--- config.mk ---
export PLATFORM = sky130hd
export DESIGN_NAME = mmio_gpio
export DESIGN_NICKNAME = d
export VERILOG_FILES = /design/src/rtl/soc_gpio_pkg.sv /design/src/rtl/gpio_sync.sv /design/src/rtl/mmio_gpio.sv
export SDC_FILE = /design/constraint.sdc
export NUM_CORES = 1
export LEC_CHECK = 0
export ABC_AREA = 1
export BUFFER_PORTS_ARGS = -buffer_cell sky130_fd_sc_hd__buf_4
export CAP_MARGIN = 10
export CORE_UTILIZATION = 40
export CTS_CLUSTER_DIAMETER = 40
export DETAILED_ROUTE_END_ITERATION = 8
export GPL_ROUTABILITY_DRIVEN = 0
export GPL_TIMING_DRIVEN = 0
export HOLD_SLACK_MARGIN = 0.06
export PLACE_DENSITY_LB_ADDON = 0.08
export RECOVER_POWER = 50
export SYNTH_ARGS = -nofsm -noshare
export SYNTH_HDL_FRONTEND = slang
export SYNTH_SLANG_ARGS = --single-unit
export TNS_END_PERCENT = 30
--- constraint.sdc ---
create_clock -name clk -period 1.5 [get_ports clk]
set_clock_uncertainty 0.2 [all_clocks]
set_input_delay 0.075 -clock clk [delete_from_list [all_inputs] [get_ports clk]]
set_output_delay 0.075 -clock clk [all_outputs]
set_load 0.01 [all_outputs]
--- src/rtl/soc_gpio_pkg.sv ---
// Shared register map constants for the memory-mapped GPIO peripheral.
// Offsets are byte offsets of 32-bit words inside the 64-byte window.
package soc_gpio_pkg;

    localparam logic [5:0]  GPIO_OUT_OFS  = 6'h00;
    localparam logic [5:0]  GPIO_SET_OFS  = 6'h04;
    localparam logic [5:0]  GPIO_CLR_OFS  = 6'h08;
    localparam logic [5:0]  GPIO_TGL_OFS  = 6'h0C;
    localparam logic [5:0]  GPIO_OE_OFS   = 6'h10;
    localparam logic [5:0]  GPIO_IN_OFS   = 6'h14;
    localparam logic [5:0]  GPIO_EN_OFS   = 6'h18;
    localparam logic [5:0]  GPIO_PEND_OFS = 6'h1C;
    localparam logic [5:0]  GPIO_POL_OFS  = 6'h20;

    localparam logic [31:0] GPIO_WINDOW_BYTES = 32'd64;
    localparam logic [31:0] GPIO_LED_ADDR     = 32'h1200_0000;

endpackage

--- src/rtl/gpio_sync.sv ---
// Input synchroniser chain followed by a prev register for edge detection.
// The prev register and edge outputs exist only when GPIO_IRQ_EN is defined.
module gpio_sync #(
    parameter int WIDTH       = 8,
    parameter int SYNC_STAGES = 2
) (
    input  logic             clk,
    input  logic             reset,
    input  logic [WIDTH-1:0] din,
    output logic [WIDTH-1:0] sync_q,
    output logic [WIDTH-1:0] rise,
    output logic [WIDTH-1:0] fall
);

    logic [WIDTH-1:0] chain [SYNC_STAGES];

    always_ff @(posedge clk or posedge reset) begin
        if (reset) begin
            for (int i = 0; i < SYNC_STAGES; i++) chain[i] <= '0;
        end else begin
            chain[0] <= din;
            for (int i = 1; i < SYNC_STAGES; i++) chain[i] <= chain[i-1];
        end
    end

    assign sync_q = chain[SYNC_STAGES-1];

`ifdef GPIO_IRQ_EN
    logic [WIDTH-1:0] prev;

    always_ff @(posedge clk or posedge reset) begin
        if (reset) prev <= '0;
        else       prev <= sync_q;
    end

    assign rise = sync_q & ~prev;
    assign fall = ~sync_q & prev;
`else
    assign rise = '0;
    assign fall = '0;
`endif

endmodule

--- src/rtl/mmio_gpio.sv ---
// Memory-mapped GPIO: decode, register file and read mux on the CPU mem bus.
// Define GPIO_IRQ_EN to build edge-capture interrupts (IRQ_EN/PEND/POL, irq).
module mmio_gpio
    import soc_gpio_pkg::*;
#(
    parameter logic [31:0] BASE_ADDR   = GPIO_LED_ADDR,
    parameter int          WIDTH       = 8,
    parameter logic [31:0] OUT_RESET   = 32'h0000_00F0,
    parameter int          SYNC_STAGES = 2
) (
    input  logic             clk,
    input  logic             reset,
    input  logic             valid,
    input  logic [31:0]      addr,
    input  logic [3:0]       wstrb,
    input  logic [31:0]      wdata,
    output logic [31:0]      rdata,
    output logic             ready,
    output logic             is_valid,
    input  logic [WIDTH-1:0] gpio_in,
    output logic [WIDTH-1:0] gpio_out,
    output logic [WIDTH-1:0] gpio_oe,
    output logic             irq
);

    logic [31:0]      offset;
    logic [5:0]       ofs;
    logic             accept;
    logic             wr;
    logic [31:0]      strb_mask;
    logic [WIDTH-1:0] mask;
    logic [WIDTH-1:0] wbits;
    logic [WIDTH-1:0] out_q;
    logic [WIDTH-1:0] oe_q;
    logic [WIDTH-1:0] sync_q;
    logic [WIDTH-1:0] rise;
    logic [WIDTH-1:0] fall;
    logic [31:0]      rd_val;

    assign offset   = addr - BASE_ADDR;
    assign is_valid = valid && (addr >= BASE_ADDR) && (offset < GPIO_WINDOW_BYTES);
    assign ofs      = {offset[5:2], 2'b00};
    assign accept   = is_valid && !ready;
    assign wr       = accept && (wstrb != 4'b0000);

    always_comb begin
        strb_mask = '0;
        for (int b = 0; b < 4; b++) strb_mask[8*b +: 8] = {8{wstrb[b]}};
    end

    assign mask  = strb_mask[WIDTH-1:0];
    assign wbits = wdata[WIDTH-1:0] & mask;

    gpio_sync #(
        .WIDTH       (WIDTH),
        .SYNC_STAGES (SYNC_STAGES)
    ) u_sync (
        .clk    (clk),
        .reset  (reset),
        .din    (gpio_in),
        .sync_q (sync_q),
        .rise   (rise),
        .fall   (fall)
    );

    always_ff @(posedge clk or posedge reset) begin
        if (reset) begin
            out_q <= OUT_RESET[WIDTH-1:0];
            oe_q  <= '0;
        end else if (wr) begin
            case (ofs)
                GPIO_OUT_OFS: out_q <= (out_q & ~mask) | wbits;
                GPIO_SET_OFS: out_q <= out_q | wbits;
                GPIO_CLR_OFS: out_q <= out_q & ~wbits;
                GPIO_TGL_OFS: out_q <= out_q ^ wbits;
                GPIO_OE_OFS:  oe_q  <= (oe_q & ~mask) | wbits;
                default: ;
            endcase
        end
    end

    assign gpio_out = out_q;
    assign gpio_oe  = oe_q;

`ifdef GPIO_IRQ_EN
    logic [WIDTH-1:0] irq_en;
    logic [WIDTH-1:0] pend;
    logic [WIDTH-1:0] pol;
    logic [WIDTH-1:0] edges;
    logic [WIDTH-1:0] pend_clr;

    assign edges    = (pol & fall) | (~pol & rise);
    assign pend_clr = (wr && ofs == GPIO_PEND_OFS) ? wbits : '0;

    // Edge set is ORed in after the W1C so a coincident edge keeps PEND high.
    always_ff @(posedge clk or posedge reset) begin
        if (reset) begin
            irq_en <= '0;
            pend   <= '0;
            pol    <= '0;
        end else begin
            pend <= (pend & ~pend_clr) | edges;
            if (wr && ofs == GPIO_EN_OFS)  irq_en <= (irq_en & ~mask) | wbits;
            if (wr && ofs == GPIO_POL_OFS) pol    <= (pol & ~mask) | wbits;
        end
    end

    assign irq = |(pend & irq_en);
`else
    assign irq = 1'b0;
`endif

    always_comb begin
        rd_val = '0;
        case (ofs)
            GPIO_OUT_OFS:  rd_val[WIDTH-1:0] = out_q;
            GPIO_OE_OFS:   rd_val[WIDTH-1:0] = oe_q;
            GPIO_IN_OFS:   rd_val[WIDTH-1:0] = sync_q;
`ifdef GPIO_IRQ_EN
            GPIO_EN_OFS:   rd_val[WIDTH-1:0] = irq_en;
            GPIO_PEND_OFS: rd_val[WIDTH-1:0] = pend;
            GPIO_POL_OFS:  rd_val[WIDTH-1:0] = pol;
`endif
            default: ;
        endcase
    end

    // rdata is forced to zero outside the ready pulse.
    always_ff @(posedge clk or posedge reset) begin
        if (reset) begin
            ready <= 1'b0;
            rdata <= '0;
        end else begin
            ready <= accept;
            rdata <= accept ? rd_val : '0;
        end
    end

endmodule

* Word-level counts from Yosys, hierarchy flattened
Cells that the tools add are included.
** Storage, ports and cells
- Bits of input ports :: 79
- Register bits after elaboration :: 41
- Output and inout bits :: 51
- Logic and storage cells :: 37
** Cells by class
- Add/subtract/negate cells :: 1
- Eq/ne operators :: 5
- Magnitude comparators :: 2
- Bitwise operators :: 10
- Reductions and logical operators :: 10
- Muxes and demuxes :: 3
** Operators with widths (count)
- 8-bit AND :: 4
- 32-bit by 29-bit greater-or-equal comparator with 1-bit output (second input constant) :: 1
- 32-bit by 7-bit less-than comparator with 1-bit output (second input constant) :: 1
- 8-bit case mux with 4 select lines :: 1
- 32-bit by 29-bit subtractor with 32-bit output (second input constant) :: 1
- 8-bit OR :: 3
- 8-bit case mux with 3 select lines :: 1
- 8-bit NOT :: 2
- 4-bit by 2-bit equality test with 1-bit output (second input constant) :: 2
- 4-bit by 3-bit equality test with 1-bit output (second input constant) :: 2
- 8-bit 2-to-1 mux :: 1
- 4-bit nonzero test :: 2
- 8-bit bitwise XOR :: 1
- 6-bit logical NOT :: 1
- 4-bit by 1-bit equality test with 1-bit output (second input constant) :: 1
- 1-bit logical AND :: 4
- 2-bit AND reduction :: 2
- 1-bit logical NOT :: 1

* Logic depth before layout (Yosys ltp)
Gate-level depths: netlist (run 1).
- Depth in word-level cells :: 6
- Mapped depth :: 12
- Depth with buffers taken out :: 11

* Hierarchy
Synthesis (run 1) repeated with hierarchy kept, for this count alone.
** Second synthesis, totals
- Cells, all modules :: 335
- Area, all modules :: 2575.0 um^2
** By module, submodules not included
- mmio_gpio :: cells an instance 293, area each 1986.9 um^2, seq. area each 630.6 um^2, instances 1
- gpio_sync :: cells an instance 42, area each 588.1 um^2, seq. area each 400.4 um^2, instances 1

* Worst setup path before layout (run 1)
OpenSTA, ideal clock, no wires.
- Path kind :: reg2reg
- From :: register out_q[4], in the netlist gpio_out[4]
- To :: register out_q[4], in the netlist gpio_out[4]
- Period minus slack after synthesis :: 1.540 ns
- Slack :: -0.040 ns
- Data required time :: 1.233 ns
- Library setup time :: 0.067 ns
- Arrival time :: 1.273 ns
- Path buffers :: 0
- Stages on the path, launching flop included :: 6
- Cell sequence :: dfstp_2 -> ha_1 -> or2_2 -> nand3_1 -> nor2_1 -> nor2_1
** Between the ends
- Word-level cells in the longest chain between the ends :: 3
- Elaborated cells between the ends (all ways) :: 6
- Those cells by class :: 1 x mux; 5 x bitwise
** Ends and longest elaborated chain
- from (decl) :: RTL line mmio_gpio.sv:33 : logic [WIDTH-1:0] out_q;
- from (signal assigned) :: RTL line mmio_gpio.sv:68 : out_q <= OUT_RESET[WIDTH-1:0];
- from (signal assigned) :: RTL line mmio_gpio.sv:72 : GPIO_OUT_OFS: out_q <= (out_q & ~mask) | wbits;
- from (signal assigned) :: RTL line mmio_gpio.sv:73 : GPIO_SET_OFS: out_q <= out_q | wbits;
- 8-bit AND :: RTL line mmio_gpio.sv:72
- 8-bit OR :: RTL line mmio_gpio.sv:72
- 8-bit case mux with 4 select lines (*) :: RTL line mmio_gpio.sv:71 : case (ofs)
Every way passes the cells marked *; elsewhere a longest branch is shown, timed or not.
A chain may end at the register's enable or synchronous reset.

* Final worst setup path (run 1)
- From :: register out_q[2], in the netlist gpio_out[2]
- To :: register out_q[2], in the netlist gpio_out[2]
The elaborated chain is that of the path after synthesis.

==> results.yml, run 1 <==
clocking:
  clk_latency_ps: 300
  total_number_of_h_tree_levels: 2
  clk_transition_reported_paths_ps: 80
  max-clock-path-buffers: 2
  cts_inserted_buffers: 5
  cts_tree: "done"
  root_buffer: "sky130_fd_sc_hd__clkbuf_8"
  ctsHoldBuffers: 18
  tritoncts_num_sinks: 41
placement:
  place_area_um2: 3100
  estimated_wirelength_of_the_detail_placed_design_um: 4220
  placement.io_buffers: 77
  worst_slack_after_detailed_placement_ps: -290
  place_inst: 473
critical_path:
  timing.critical_path.fanout_max: 5
  crit_type: "reg -> reg"
  timing.critical_path.required_ps: 1530
  critical_path.startpoint_type: "register"
  worst-r2r-cell-count: 5
  critical_path.endpoint_type: "register"
  critical_path_arrival_ps: 1520
yosys:
  synth_top_cells_by_area: "sky130_fd_sc_hd__dfrtp_1, sky130_fd_sc_hd__nand2_1, sky130_fd_sc_hd__buf_4"
  synth.top_cell.area_share_pct: 39.9
  async_reset_ff_share_pct: 100
  ys_seq_elements: 41
  dominantRegCellSynth: "sky130_fd_sc_hd__dfrtp_1"
  syn-instance-count: 300
  synthesis.area_per_instance_um2: 7.73
  netlist_area_um2: 2320
  syn_warnings: 0
  synth.yosys.seq_area_share_pct: 44.4
  synth_area_leader_cell: "sky130_fd_sc_hd__dfrtp_1"
  netlist-cell-type-count: 24
  edff_count_synth: 0
global_route:
  grt_antenna_before_repair: 0
  global_route.overflow_total: 0
  pin_count_of_the_biggest_net_entering_global_routing: 42
  grt_pass1_vias: 2246
  global_route.usage.total_pct: 20.1
  wire_length_of_the_first_global_routing_pass_um: 9480
die:
  design.core.area_um2: 5540
  floorplan.io_pins: 130
  die_w_um: 78.2
  die_area_um2: 6110
  rows: 27
  initial_core_util_pct: 41.9
  die_height_um: 78.2
sta:
  finalSetupViolCount: 0
  clock.fmax_ghz: 0.671
  unrepaired_setup_endpoints_after_global_routing: "true"
  worst_setup_margin_ps: 8.89
  fin_crit_sh_pct: 99.4
  worst_hold_slack_ps: -70.2
  setup-tns-final_ps: 0
  pins_over_their_slew_limit: 0
  hold_violations: 8
  worst-slew-pin-transition_ps: 864
  fin_crit_ps: 1490
  max-slew-margin-rel_pct: 42.3
drt:
  drt-initial-drc-count: 60
  routed_wire_length_per_instance_um: 11.6
  first_drt_pass_iteration_count: 4
  drt.antenna.violating_nets: 0
  remaining_drc_errors: 0
  route.vias.total: 2266
  finalWirelength_um: 5870
  via_per_inst: 4.47
pwr:
  p_total_uw: 2270
  power_density_cells_nw_per_um2: 651
  peak_ir_drop_on_the_vdd_network_mv: 0.643
  leakage_uw: 0.00189
status:
  run_status: "finished with violations"
  violations: "hold timing"
final_layout:
  diodes: 0
  nets: 522
  post_route_cells_drive_above_1_share_pct: 34.0
  post-route-cell-area_um2: 3480
  number_of_filler_instances_in_the_final_layout: 511
  layout.cells.most_common: "sky130_fd_sc_hd__nand2_1"
  layout_common_cells: "sky130_fd_sc_hd__nand2_1, sky130_fd_sc_hd__buf_4, sky130_fd_sc_hd__dfrtp_1, sky130_fd_sc_hd__inv_1, sky130_fd_sc_hd__nor2_1"
  area.growth.synth_to_final_pct: 50.2
  finalNonFillerCells: 507
job:
  max-cap-violations: 0
min_path:
  hp-class: "in -> reg"
  min_delay_path_depth: 4
-- path summary, 6_finish.rpt --
| check | from | to | slack (ps) |
|---|---|---|---|
| max | gpio_out[2] | gpio_out[2] | 9 |
| min | addr[2] | rdata[6] | -70 |
| max reg2reg | gpio_out[2] | gpio_out[2] | 9 |
| min reg2reg | u_sync.chain[15] | u_sync.sync_q[7] | 150 |
| max in group asynchronous | reset | async pin | 240 |
| min in group asynchronous | reset | u_sync.sync_q[1] | 320 |
-- critical path, stage by stage (launching register included) --
cell and delay [ps]:
sky130_fd_sc_hd__dfrtp_1 440, sky130_fd_sc_hd__ha_1 290, sky130_fd_sc_hd__or2_2 290, sky130_fd_sc_hd__nand3_1 90
sky130_fd_sc_hd__nor2_1 50, sky130_fd_sc_hd__nor2_1 80
-- layout make-up --
| type | instances | area (µm²) | area share [%] |
|---|---|---|---|
| inverters | 37 | 144 | 4.13 |
| flip-flops and latches | 41 | 1030 | 29.6 |
| multi-input cells | 219 | 1170 | 33.5 |
| repair buffers | 103 | 758 | 21.8 |
| clock buffers | 6 | 72.6 | 2.08 |
| clock inverters | 2 | 15.0 | 0.431 |
| well taps | 72 | 90.1 | 2.59 |
| plain buffers | 27 | 206 | 5.93 |
-- through the flow --
| stage | util [%] | hold WS, ps |
|---|---|---|
| 6_report | 62.9 | -70.2 |
| 5_1_grt | 62.9 | -43.3 |
| 4_1_cts | 61.8 | -52.1 |
| 3_5_place_dp | 56.0 | -14.6 |
| 3_3_place_gp | 56.0 | -15.9 |
| 2_1_floorplan | - | -93.6 |
-- logic make-up (layout without fill, tap and decap cells) --
logic type / Yosys count / after routing / share of synthesized area (%)
AND/OR/NAND/NOR: 176 / 176 / 33.2
adder cells (fa/ha/maj): 9 / 9 / 4.85
flip-flops: 41 / 41 / 44.4
AO/OA/AOI/OAI: 9 / 9 / 2.37
buffers and inverters: 64 / 175 / 14.9
other: 1 / 25 / 0.162
-- what timing repair did --
action | CTS | global route
pin swaps | 6 | 12
gates cloned | 0 | 1
setup endpoints to repair | 8 | 25
hold endpoints to repair | 61 | 8
resized for setup | 4 | 25
buffers inserted | 3 | 4
-- routing by layer --
layer	share of wire, %	routed length [µm]	up-vias	global-route usage (%)
li1	-	-	1140	-
met1	40	2330	1009	22.5
met2	49	2860	100	35.4
met3	8.6	502	17	5.70
met4	2.9	170	0	9.07
met5	0	0	-	0
-- synth_stat cells (2+ instances only) --
master                    number
sky130_fd_sc_hd__nand2_1     105
sky130_fd_sc_hd__dfrtp_1      37
sky130_fd_sc_hd__a31oi_1       8
sky130_fd_sc_hd__nand3_1      20
sky130_fd_sc_hd__buf_4        26
sky130_fd_sc_hd__or2_2         8
sky130_fd_sc_hd__nor2_1       30
sky130_fd_sc_hd__nor2_2        4
sky130_fd_sc_hd__dfstp_2       4
sky130_fd_sc_hd__inv_1        34
sky130_fd_sc_hd__ha_1          9
sky130_fd_sc_hd__inv_2         2
sky130_fd_sc_hd__nor3_1        2
-- power breakdown --
part / switching [µW] / internal (µW)
clock: 405 / 328
sequential: 5.63 / 1130
combinational: 191 / 212
(Power assumes the default switching activity.)
==> run 2, diff against run 1 <==
--- a/config.mk
+++ b/config.mk
@@ -8,7 +8,7 @@
 export ABC_AREA = 1
 export BUFFER_PORTS_ARGS = -buffer_cell sky130_fd_sc_hd__buf_4
 export CAP_MARGIN = 10
-export CORE_UTILIZATION = 40
+export CORE_UTILIZATION = 42
 export CTS_CLUSTER_DIAMETER = 40
 export DETAILED_ROUTE_END_ITERATION = 8
 export GPL_ROUTABILITY_DRIVEN = 0
@@ -18,5 +18,6 @@
 export RECOVER_POWER = 50
 export SYNTH_ARGS = -nofsm -noshare
 export SYNTH_HDL_FRONTEND = slang
+export SYNTH_HIERARCHICAL = 1
 export SYNTH_SLANG_ARGS = --single-unit
 export TNS_END_PERCENT = 30
==> results.yml, run 2 <==
status:
  run_status: "finished with violations"
  violations: "hold timing, setup timing"
yosys:
  netlist_area_um2: 2450
  syn-instance-count: 318
  syn_warnings: 6
  synthesis.area_per_instance_um2: 7.71
drt:
  remaining_drc_errors: 0
  first_drt_pass_iteration_count: 4
  via_per_inst: 4.33
  drt-initial-drc-count: 71
  route.vias.total: 2241
  routed_wire_length_per_instance_um: 11.1
  finalWirelength_um: 5750
  drt.antenna.violating_nets: 0
sta:
  clock.fmax_ghz: 0.663
  fin_crit_ps: 1510
  worst-slew-pin-transition_ps: 573
  pins_over_their_slew_limit: 0
  fin_crit_sh_pct: 101
  max-slew-margin-rel_pct: 61.8
  unrepaired_setup_endpoints_after_global_routing: "true"
  finalSetupViolCount: 2
  worst_setup_margin_ps: -8.06
  hold_violations: 8
  worst_hold_slack_ps: -35.9
global_route:
  pin_count_of_the_biggest_net_entering_global_routing: 26
  wire_length_of_the_first_global_routing_pass_um: 9340
  global_route.overflow_total: 0
  global_route.usage.total_pct: 19.6
  grt_pass1_vias: 2079
  grt_antenna_before_repair: 0
final_layout:
  diodes: 0
  area.growth.synth_to_final_pct: 43.5
  layout.cells.most_common: "sky130_fd_sc_hd__nand2_1"
  layout_common_cells: "sky130_fd_sc_hd__nand2_1, sky130_fd_sc_hd__buf_4, sky130_fd_sc_hd__dfrtp_1, sky130_fd_sc_hd__nor2_1, sky130_fd_sc_hd__inv_1"
  post-route-cell-area_um2: 3520
  post_route_cells_drive_above_1_share_pct: 34.1
  nets: 533
critical_path:
  cp-startpoint: "wdata[7]"
  worst-r2r-cell-count: 5
  rr_endpoint: "gpio_out[7]"
  regToRegStartpoint: "gpio_out[7]"
  crit_end: "gpio_out[7]"
  critical_path.startpoint_type: "input pin"
  timing.critical_path.fanout_max: 2
  critical_path_arrival_ps: 1540
  critical_path.endpoint_type: "register"
  timing.critical_path.required_ps: 1530
  reg2reg_slack_ps: 0
  crit_type: "in -> reg"
clocking:
  cts_inserted_buffers: 5
  total_number_of_h_tree_levels: 2
  clk_latency_ps: 290
  tritoncts_num_sinks: 41
  cts_tree: "done"
  root_buffer: "sky130_fd_sc_hd__clkbuf_8"
  clk_transition_reported_paths_ps: 80
  max-clock-path-buffers: 2
placement:
  place_area_um2: 3210
  estimated_wirelength_of_the_detail_placed_design_um: 4250
  placement.io_buffers: 77
pwr:
  peak_ir_drop_on_the_vdd_network_mv: 0.715
  leakage_uw: 0.00192
  power_density_cells_nw_per_um2: 654
die:
  die_area_um2: 6150
  rows: 27
  die_height_um: 78.4
  design.core.area_um2: 5570
  initial_core_util_pct: 44.0
  floorplan.io_pins: 130
  die_w_um: 78.4
job:
  max-cap-violations: 0
min_path:
  hp-class: "in -> reg"
  hold_start: "addr[3]"
[run 2: cell type report]
type	instances	area [µm²]
tap	72	90.1
timing repair buffer	96	734
clock buffer	6	82.6
multi-input combinational	229	1150
clock inverter	2	13.8
buffer	35	267
sequential	41	1030
fill	537	2060
inverter	37	144
[run 2: where the power goes]
group | total, µW | switching (µW) | internal (µW) | leakage (µW)
clock network | 763 | 390 | 373 | 0.0000512
registers | 1130 | 5.28 | 1130 | 0.000501
logic | 407 | 190 | 217 | 0.00137
total | 2300 | 585 | 1720 | 0.00192
[run 2: how the worst min path moves through the flow]
stage | cells after the start | endpoint | slack [ps]
6_report | 4 | rdata[7] | -40
3_3_place_gp | 2 | u_sync/chain[9] | -30
3_5_place_dp | 2 | u_sync/chain[9] | -30
5_1_grt | 4 | rdata[7] | -10
4_1_cts | 4 | rdata[7] | -40
2_1_floorplan | 1 | u_sync/chain[10] | -210
[run 2: metal layers]
layer | up-vias | GRT usage, % | share of wire (%)
met5 | - | 0 | 0
met4 | 0 | 4.44 | 1.1
met3 | 7 | 4.53 | 7.2
met2 | 89 | 35.2 | 48
met1 | 982 | 23.8 | 44
li1 | 1163 | - | -
[run 2: stage by stage]
step                      std cells  total power, µW  setup WS [ps]  utilization, %  TNS (ps)
after detailed placement        491             1510           -266            57.6     -4060
after CTS                       517             2310          -13.9            62.9     -13.9
after floorplan                 342             1370           22.0               -         0
final                           518             2300          -8.06            63.1     -13.8
after global routing            518             2410          -66.7            63.1      -374
after global placement          491             1510           -271            57.6     -4060
[run 2: repair_timing]
action                                  CTS  global route
endpoints found under the setup margin    4            30
buffers inserted                          1             0
pin swaps                                 4             5
endpoints found under the hold margin    61             9
hold buffers                             17             1
resized for setup                         2             7
gates cloned                              0             0
[run 2: critical path: stages]
cell,delay [ps]
sky130_fd_sc_hd__dlygate4sd3_1,550
sky130_fd_sc_hd__buf_4,140
sky130_fd_sc_hd__nand2_1,130
sky130_fd_sc_hd__ha_4,210
sky130_fd_sc_hd__or2_1,210
sky130_fd_sc_hd__nand3_1,80
sky130_fd_sc_hd__nor2_1,50
sky130_fd_sc_hd__nor2_1,90
